==> src/rtl/rr_grant_arbiter8_if.sv <==
// Bus between the 8-way round-robin arbiter and its requesters.
//   Enable    : new grants may be issued when 1
//   Req[7:0]  : per-requester request, held while the resource is needed
//   Grant[7:0]: one-hot grant (0 when none)
//   Grant_idx : encoded owner, meaningful only while Busy=1
//   Busy      : a grant is active
//   Timeout   : 1-cycle pulse when a grant is revoked by the hold limit
// master = requester side, slave = arbiter side.
interface rr_grant_arbiter8_if;
  logic       Enable;
  logic [7:0] Req;
  logic [7:0] Grant;
  logic [2:0] Grant_idx;
  logic       Busy;
  logic       Timeout;

  modport master (output Enable, Req, input Grant, Grant_idx, Busy, Timeout);
  modport slave  (input Enable, Req, output Grant, Grant_idx, Busy, Timeout);
endinterface

==> src/rtl/rr_grant_arbiter8.sv <==
// Round-robin arbiter sharing one resource among 8 requesters.
// A winner is picked in IDLE (search starts at the priority pointer), holds
// the grant until it drops its request or MAX_HOLD cycles elapse, then one
// GAP cycle is inserted before the next arbitration.
// Ports:
//   Clk   : clock, all state on the rising edge
//   Rst_n : asynchronous active-low reset
//   bus   : slave side of rr_grant_arbiter8_if (Enable/Req in,
//           Grant/Grant_idx/Busy/Timeout out)
// MAX_HOLD: max consecutive grant cycles per owner, 0 = unlimited, 0..255.
module rr_grant_arbiter8 #(
  parameter int unsigned MAX_HOLD = 16
) (
  input  logic                Clk,
  input  logic                Rst_n,
  rr_grant_arbiter8_if.slave  bus
);

  localparam int unsigned NUM_REQ  = 8;
  localparam logic [7:0]  HOLD_LIM = 8'(MAX_HOLD);
  localparam logic        HOLD_ON  = (MAX_HOLD != 0);

  typedef enum logic [1:0] {IDLE, GRANT, GAP} state_t;

  state_t     state_q, state_d;
  logic [2:0] ptr_q,   ptr_d;
  logic [7:0] cnt_q,   cnt_d;
  logic [2:0] idx_q,   idx_d;
  logic       busy_q,  busy_d;
  logic       tout_q,  tout_d;

  // Rotating priority search: first set Req bit at ptr, ptr+1, ... (mod 8).
  logic [2:0] win;
  logic       win_vld;
  logic [2:0] cand;

  always_comb begin
    win     = '0;
    win_vld = 1'b0;
    cand    = '0;
    for (int i = 0; i < NUM_REQ; i++) begin
      cand = ptr_q + 3'(i);
      if (!win_vld && bus.Req[cand]) begin
        win     = cand;
        win_vld = 1'b1;
      end
    end
  end

  always_comb begin
    state_d = state_q;
    ptr_d   = ptr_q;
    cnt_d   = cnt_q;
    idx_d   = idx_q;
    busy_d  = busy_q;
    tout_d  = 1'b0;
    case (state_q)
      IDLE: begin
        if (bus.Enable && win_vld) begin
          idx_d   = win;
          busy_d  = 1'b1;
          cnt_d   = 8'd1;
          state_d = GRANT;
        end
      end
      GRANT: begin
        // Release wins over expiry on the same edge, so Timeout only fires
        // when the owner still wanted the resource.
        if (!bus.Req[idx_q] || (HOLD_ON && cnt_q == HOLD_LIM)) begin
          tout_d  = bus.Req[idx_q];
          busy_d  = 1'b0;
          idx_d   = '0;
          ptr_d   = idx_q + 3'd1;   // owner drops to lowest priority
          cnt_d   = '0;
          state_d = GAP;
        end else if (cnt_q != 8'hFF) begin
          cnt_d = cnt_q + 8'd1;       // saturates when unlimited
        end
      end
      GAP:     state_d = IDLE;
      default: state_d = IDLE;
    endcase
  end

  always_ff @(posedge Clk or negedge Rst_n) begin
    if (!Rst_n) begin
      state_q <= IDLE;
      ptr_q   <= '0;
      cnt_q   <= '0;
      idx_q   <= '0;
      busy_q  <= 1'b0;
      tout_q  <= 1'b0;
    end else begin
      state_q <= state_d;
      ptr_q   <= ptr_d;
      cnt_q   <= cnt_d;
      idx_q   <= idx_d;
      busy_q  <= busy_d;
      tout_q  <= tout_d;
    end
  end

  // Decode purely from flops, so Req cannot glitch Grant.
  assign bus.Grant     = busy_q ? (8'b1 << idx_q) : 8'h00;
  assign bus.Grant_idx = idx_q;
  assign bus.Busy      = busy_q;
  assign bus.Timeout   = tout_q;

endmodule

==> src/flat_wrapper.sv <==
// flat-port wrapper written by rule: the top's interface ports become plain ports
module rr_grant_arbiter8_flat 
#(
  parameter int unsigned MAX_HOLD = 16
)
  (Clk, Rst_n, bus_Enable, bus_Req, bus_Grant, bus_Grant_idx, bus_Busy, bus_Timeout);
  rr_grant_arbiter8_if bus_i ();
  input  logic Clk;
  input  logic Rst_n;
  input wire logic [$bits(bus_i.Enable)-1:0] bus_Enable;
  input wire logic [$bits(bus_i.Req)-1:0] bus_Req;
  output wire logic [$bits(bus_i.Grant)-1:0] bus_Grant;
  output wire logic [$bits(bus_i.Grant_idx)-1:0] bus_Grant_idx;
  output wire logic [$bits(bus_i.Busy)-1:0] bus_Busy;
  output wire logic [$bits(bus_i.Timeout)-1:0] bus_Timeout;
  assign bus_i.Enable = bus_Enable;
  assign bus_i.Req = bus_Req;
  assign bus_Grant = bus_i.Grant;
  assign bus_Grant_idx = bus_i.Grant_idx;
  assign bus_Busy = bus_i.Busy;
  assign bus_Timeout = bus_i.Timeout;
  rr_grant_arbiter8 #(.MAX_HOLD(MAX_HOLD)) u_core (.Clk(Clk), .Rst_n(Rst_n), .bus(bus_i));
endmodule
==> config.mk <==
export PLATFORM = sky130hd
export DESIGN_NAME = rr_grant_arbiter8_flat
export DESIGN_NICKNAME = d
export VERILOG_FILES = /design/src/rtl/rr_grant_arbiter8_if.sv /design/src/rtl/rr_grant_arbiter8.sv /design/src/flat_wrapper.sv
export SDC_FILE = /design/constraint.sdc
export NUM_CORES = 1
export LEC_CHECK = 0
export ABC_AREA = 1
export CAP_MARGIN = 10
export CORE_AREA = 2 2 66 68
export DETAILED_ROUTE_END_ITERATION = 6
export DIE_AREA = 0 0 68 70
export PLACE_DENSITY = 0.71
export SYNTH_ARGS = -nofsm -noshare
export SYNTH_HDL_FRONTEND = slang
export SYNTH_SLANG_ARGS = --single-unit
==> constraint.sdc <==
create_clock -name Clk -period 2.6 [get_ports Clk]
set_input_delay 0.78 -clock Clk [delete_from_list [all_inputs] [get_ports Clk]]
set_output_delay 0.78 -clock Clk [all_outputs]
set_load 0.02 [all_outputs]
==> results of run 1 <==
sequential cells by signal (all words and copies together) (netlist names):
name	count
u_core.ptr_q	3
u_core.bus.Busy	1
u_core.state_q	2
u_core.cnt_q	8
u_core.bus.Grant_idx	3
u_core.bus.Timeout	1
kinds of logic (layout without fill, tap and decap cells):
group	after synthesis	count (layout)
XOR/XNOR	9	9
AO/OA/AOI/OAI	18	18
AND/OR/NAND/NOR	194	194
adder cells (fa/ha/maj)	10	10
buffers and inverters	40	73
flip-flops	18	18
through the flow:
stage	hold slack, ns	utilization	cell area [um2]
detailed placement	0.538	0.547	2270
finish	0.557	0.565	2340
global route	0.600	0.565	2340
floorplan	0.484	-	1940
CTS	0.555	0.561	2330
global placement	0.515	0.547	2270
metal layers:
metal / wire, um / track usage
met1: 2100 / 0.262
met2: 2390 / 0.346
met3: 133 / 0.0242
met4: 65 / 0.0667
met5: 0 / 0
layout make-up:
cell class	count	area (um2)
fillers	399	1800
multi-input cells	231	1310
flip-flops and latches	18	453
repair buffers	33	320
inverters	36	136
well taps	52	65.1
clock buffers	4	55.1
cell usage after synthesis (2+ instances only):
cell type / number / area [um2]
dfrtp_1: 18 / 450
nand2_2: 7 / 43.8
inv_1: 31 / 116
inv_2: 4 / 15.0
nand3_1: 38 / 190
buf_6: 3 / 33.8
nand2_1: 84 / 315
o21ai_0: 12 / 60.1
nand4_1: 7 / 43.8
xor2_1: 3 / 26.3
xnor2_1: 3 / 26.3
o211ai_1: 2 / 15.0
xor2_2: 3 / 48.8
ha_1: 10 / 125
nand3_2: 11 / 110
nand2_4: 5 / 56.3
o21bai_1: 2 / 15.0
nor3_1: 6 / 30.0
nor2_1: 28 / 105
cell usage in the layout (no fill, tap or decap), types with 2 or more instances in the layout:
| cell type | instances |
|---|---|
| dfrtp_2 | 2 |
| xor2_1 | 3 |
| inv_1 | 30 |
| xnor2_1 | 3 |
| nor3_1 | 6 |
| clkdlybuf4s50_1 | 17 |
| nand2_2 | 7 |
| o21bai_1 | 2 |
| ha_1 | 10 |
| nor2_1 | 28 |
| dlymetal6s2s_1 | 6 |
| dfrtp_1 | 16 |
| nand3_1 | 38 |
| nand4_1 | 7 |
| o21ai_0 | 12 |
| nand3_2 | 11 |
| xor2_2 | 3 |
| buf_4 | 10 |
| inv_2 | 5 |
| nand2_1 | 84 |
| nand2_4 | 5 |
| clkbuf_8 | 4 |
| o211ai_1 | 2 |
report_power, final:
group | leakage [uW] | internal [uW] | total (uW) | switching, uW
clock network | 0.0000288 | 135 | 231 | 96.5
registers | 0.000233 | 359 | 475 | 116
logic | 0.00104 | 827 | 2360 | 1530
total | 0.00130 | 1320 | 3060 | 1740
repair_timing:
action	CTS	global route
hold buffers	0	0
setup endpoints to repair	6	6
setup buffers	0	0
resized for setup	3	6
worst paths after layout:
| check | slack, ns | end | depth (start not counted) |
|---|---|---|---|
| max reg2reg | 0.26 | u_core.bus.Grant_idx[2]$_DFFE_PN0P_ | 14 |
| min | 0.56 | u_core.cnt_q[4]$_DFFE_PN0P_ | 2 |
| min reg2reg | 0.56 | u_core.cnt_q[4]$_DFFE_PN0P_ | 2 |
| max | 0.09 | bus_Grant[5] | 5 |
| min in group asynchronous | 0.85 | u_core.cnt_q[4]$_DFFE_PN0P_ | 2 |
| max in group asynchronous | 1.53 | u_core.bus.Grant_idx[1]$_DFFE_PN0P_ | 2 |
worst max-delay path, stage by stage (launching register included):
cell and delay (ns):
dfrtp_2 0.48, inv_1 0.10, ha_1 0.14, inv_1 0.05, nor2_1 0.09, clkdlybuf4s50_1 0.61
==> results.ini, run 1 <==
[run_status]
outcome = completed

[timing]
maxSlewHeadroom = 0.667
hold_viol_final = 0
finalMaxSlewViolations = 0
setup_tns_ns = 0
fmax_mhz = 399
skew_ns = 0.00283
finalSetupViolCount = 0
fin_crit_ns = 2.51
tightest_slew_ns = 0.499
fin_crit_sh = 0.964
worst_slack_ns = 0.0932
rsz0062_at_grt = false

[clock_network]
cts_buffers = 3
path_clk_slew_ns = 0.07
cts_tree = built
htree_levels = 1
cts.sinks = 18
cts_buffer_depth = 2
root_buffer = clkbuf_8
worstSkewPairLatency_ns = 0.26

[placed_design]
place_ws_ns = -0.0966
dp.cells = 370
hpwl_um = 3650
port_buffers = 23
place.gp.congestion = 0.802

[die]
rows = 24
dieArea_mm2 = 0.00476
die_w_um = 68
coreArea_mm2 = 0.00414
io_pins = 24
initial_core_util = 0.467
die_h_um = 70

[grt]
track_usage = 0.204
grt_pass1_wl_um = 7580
antenna_found_initial = 0
grt_pass1_vias = 1716
grt_overflow = 0
grt_max_degree = 19

[synth]
netlist_instances = 289
synth_edf_count = 0
synth-compound-area-share = 0.0530
synthMuxAreaShare = 0
syn_avg_cell_area_um2 = 6.70
synth.distinct_cells = 31
synthArstFlopShare = 1.00
synth-main-ff-cell = dfrtp_1
synth-xor-area-share = 0.0523
synth_top_family_by_area = simple AND/OR/NAND/NOR gates
ys_warn_count = 0
synthAdderAreaFrac = 0.0646
synth_seq_cells = 18
ys_seq_area_frac = 0.233
synth_nets = 310
synth_area_mm2 = 0.00194
synthSimpleGateAreaFrac = 0.507

[route]
wl_um = 4680
drt_iter0_drc = 128
via_count = 1945
vias_per_cell = 5.20
drc = 0
antenna_left = 0
drt-pass1-iter-count = 4
wl_per_cell_um = 12.5

[final_layout]
finalNonFillerCells = 374
drive_gt1_frac = 0.161
syn_to_final_growth_pct = 20.9
diodes = 0
final_nets = 344

[critical_path]
cp-start-kind = register
critPathArrivalTime_ns = 1.73
crit_path_end_kind = output pin
critPathKind = register to output pin
crit_fanout = 9
required_ns = 1.82
rr_startpoint = u_core.ptr_q[1]$_DFFE_PN0P_
worstSetupStartpoint = u_core.bus.Grant_idx[1]$_DFFE_PN0P_

[pwr]
powerDensity_mw_per_mm2 = 1310
vdd_drop_max_v = 0.000500
total_power_uw = 3060
p_leak_uw = 0.00130

[run]
cap_viol_max_count = 0

[hold_path]
worstHoldStart = u_core.cnt_q[4]$_DFFE_PN0P_
hold_class = register to register

Note: power is estimated with default switching activity, not from simulation.
==> inputs of run 2 (changes only) <==
Settings changed: REMOVE_ABC_BUFFERS set to 1.
==> results.ini, run 2 (same netlist as run 1, synthesis figures left out) <==
[run_status]
outcome = completed

[grt]
grt_pass1_vias = 1852
grt_overflow = 0
antenna_found_initial = 0
grt_max_degree = 19
track_usage = 0.210
grt_pass1_wl_um = 7900

[die]
die_h_um = 70
die_w_um = 68
dieArea_mm2 = 0.00476
rows = 24
initial_core_util = 0.467
io_pins = 24
coreArea_mm2 = 0.00414

[pwr]
p_leak_uw = 0.00124
total_power_uw = 3020
pwr-share-comb = 0.768
swShare = 0.572
powerDensity_mw_per_mm2 = 1300
pwr-share-clk = 0.077
vdd_drop_max_v = 0.000655
power.switching_uw = 1730
p_int_uw = 1290
p_seq_frac = 0.155

[final_layout]
final_area_mm2 = 0.00232
syn_to_final_growth_pct = 19.6
finalNonFillerCells = 372
final_cell_mix = 84 x nand2_1, 38 x nand3_1, 30 x inv_1
final_nets = 342
diodes = 0
regMostFlops = u_core.cnt_q
largest_register_ff_count = 8
final_common_cell = nand2_1
drive_gt1_frac = 0.156

[route]
drc = 0
wl_um = 4480
via_count = 1927
drt-pass1-iter-count = 4
antenna_left = 0
drt_iter0_drc = 108
wl_per_cell_um = 12.0
vias_per_cell = 5.18

[run]
cap_viol_max_count = 0

[critical_path]
cp_cell_sequence = ha_1, ha_1, nand2_1, inv_1, clkdlybuf4s50_1
rr_startpoint = u_core.ptr_q[1]$_DFFE_PN0P_
crit_fanout = 9
crit_path_end_kind = output pin
cpMostUsedCell = ha_1
critPathKind = register to output pin
slowest_stage = clkdlybuf4s50_1
reg2reg_depth = 14
critPathArrivalTime_ns = 1.75
cp_num_buf_inv = 2
critical-path-top-delay-family = buffers and inverters
required_ns = 1.82
rr_endpoint = u_core.bus.Grant_idx[2]$_DFFE_PN0P_
ff2ff_setup_slack_ns = 0.29
cp-start-kind = register
max_stage_delay_ns = 0.52

[timing]
hold_viol_final = 0
maxSlewHeadroom = 0.676
finalMaxSlewViolations = 0
fin_crit_sh = 0.973
rsz0062_at_grt = false
fmax_mhz = 395
worst_slack_ns = 0.0708
tightest_slew_ns = 0.486
hold_ws_ns = 0.539
fin_crit_ns = 2.53
skew_ns = 0.00107
finalSetupViolCount = 0

[placed_design]
dp.cells = 368
place_ws_ns = -0.0595
port_buffers = 23
hpwl_um = 3550
place_area_mm2 = 0.00225
place.gp.congestion = 0.857

[clock_network]
cts_buffer_depth = 2
cts_tree = built
path_clk_slew_ns = 0.07
root_buffer = clkbuf_8
worstSkewPairLatency_ns = 0.26
cts.sinks = 18
cts_setup_buffers = 0
htree_levels = 1
cts_buffers = 3

[hold_path]
hold_class = register to register
holdPathEnd = u_core.cnt_q[4]$_DFFE_PN0P_
worstHoldStart = u_core.cnt_q[4]$_DFFE_PN0P_
whs_path_depth = 2

==> run 2: changes by cell type in the layout (fill, tap and decap cells not counted) <==
cell / delta
buf_4: -2
clkdlybuf4s50_1: +2
dlygate4sd2_1: +1
dlymetal6s2s_1: -3
==> run 2: power groups by stage <==
| stage | clock (uW) | sequential, uW | combinational, uW |
|---|---|---|---|
| floorplan | 0 | 507 | 1680 |
| global placement | 0 | 470 | 2300 |
| detailed placement | 0 | 469 | 2320 |
| CTS | 238 | 466 | 2330 |
| global route | 248 | 482 | 2650 |
| finish | 231 | 469 | 2320 |
==> run 2: metrics by stage <==
step | util | TNS (ns)
after CTS | 0.557 | 0
after detailed placement | 0.544 | -0.406
after floorplan | - | 0
final | 0.559 | 0
after global placement | 0.544 | -0.268
after global routing | 0.559 | 0
==> run 2: worst reg2reg max path: cells and delay by family, from the launching register on <==
| kind | cells | cell delay [ns] |
|---|---|---|
| buf+inv | 3 | 0.39 |
| simple gates | 9 | 0.83 |
| fa+ha+maj | 1 | 0.40 |
| compound gates | 1 | 0.23 |
| flops | 1 | 0.36 |
==> run 2: cell type report <==
class                           instances  area (um2)
Timing Repair Buffer                   31         297
Sequential cell                        18         453
Tap cell                               52        65.1
Inverter                               36         136
Clock buffer                            4        55.1
Fill cell                             422        1830
Multi-Input combinational cell        231        1310
==> run 2: layer usage <==
metal  share of wire  track usage  vias to the layer above
met5               0            0                        -
met3           0.037       0.0258                        6
met2            0.49        0.353                       35
met1            0.46        0.271                      890
li1                -            -                      996
met4           0.016       0.0711                        0
==> run 2: timing repair <==
item	in CTS	in global routing
hold buffers	0	0
hold endpoints to repair	0	0
resized for setup	2	5
endpoints found under the setup margin	3	4
==> run 2: how the worst max path moves through the flow <==
stage                                                    from                                  end  depth (start not counted)  slack [ns]
final                     u_core.bus.Grant_idx[1]$_DFFE_PN0P_                         bus_Grant[3]                          5        0.07
after CTS                 u_core.bus.Grant_idx[0]$_DFFE_PN0P_                         bus_Grant[0]                          5        0.01
after global placement                             bus_Req[6]  u_core.bus.Grant_idx[2]$_DFFE_PN0P_                         13       -0.06
after detailed placement                           bus_Req[5]  u_core.bus.Grant_idx[2]$_DFFE_PN0P_                         13       -0.06
after floorplan                   u_core.ptr_q[1]$_DFFE_PN0P_          u_core.cnt_q[2]$_DFFE_PN0P_                         15        0.30
after global routing                               bus_Req[6]  u_core.bus.Grant_idx[2]$_DFFE_PN0P_                         13       0.004
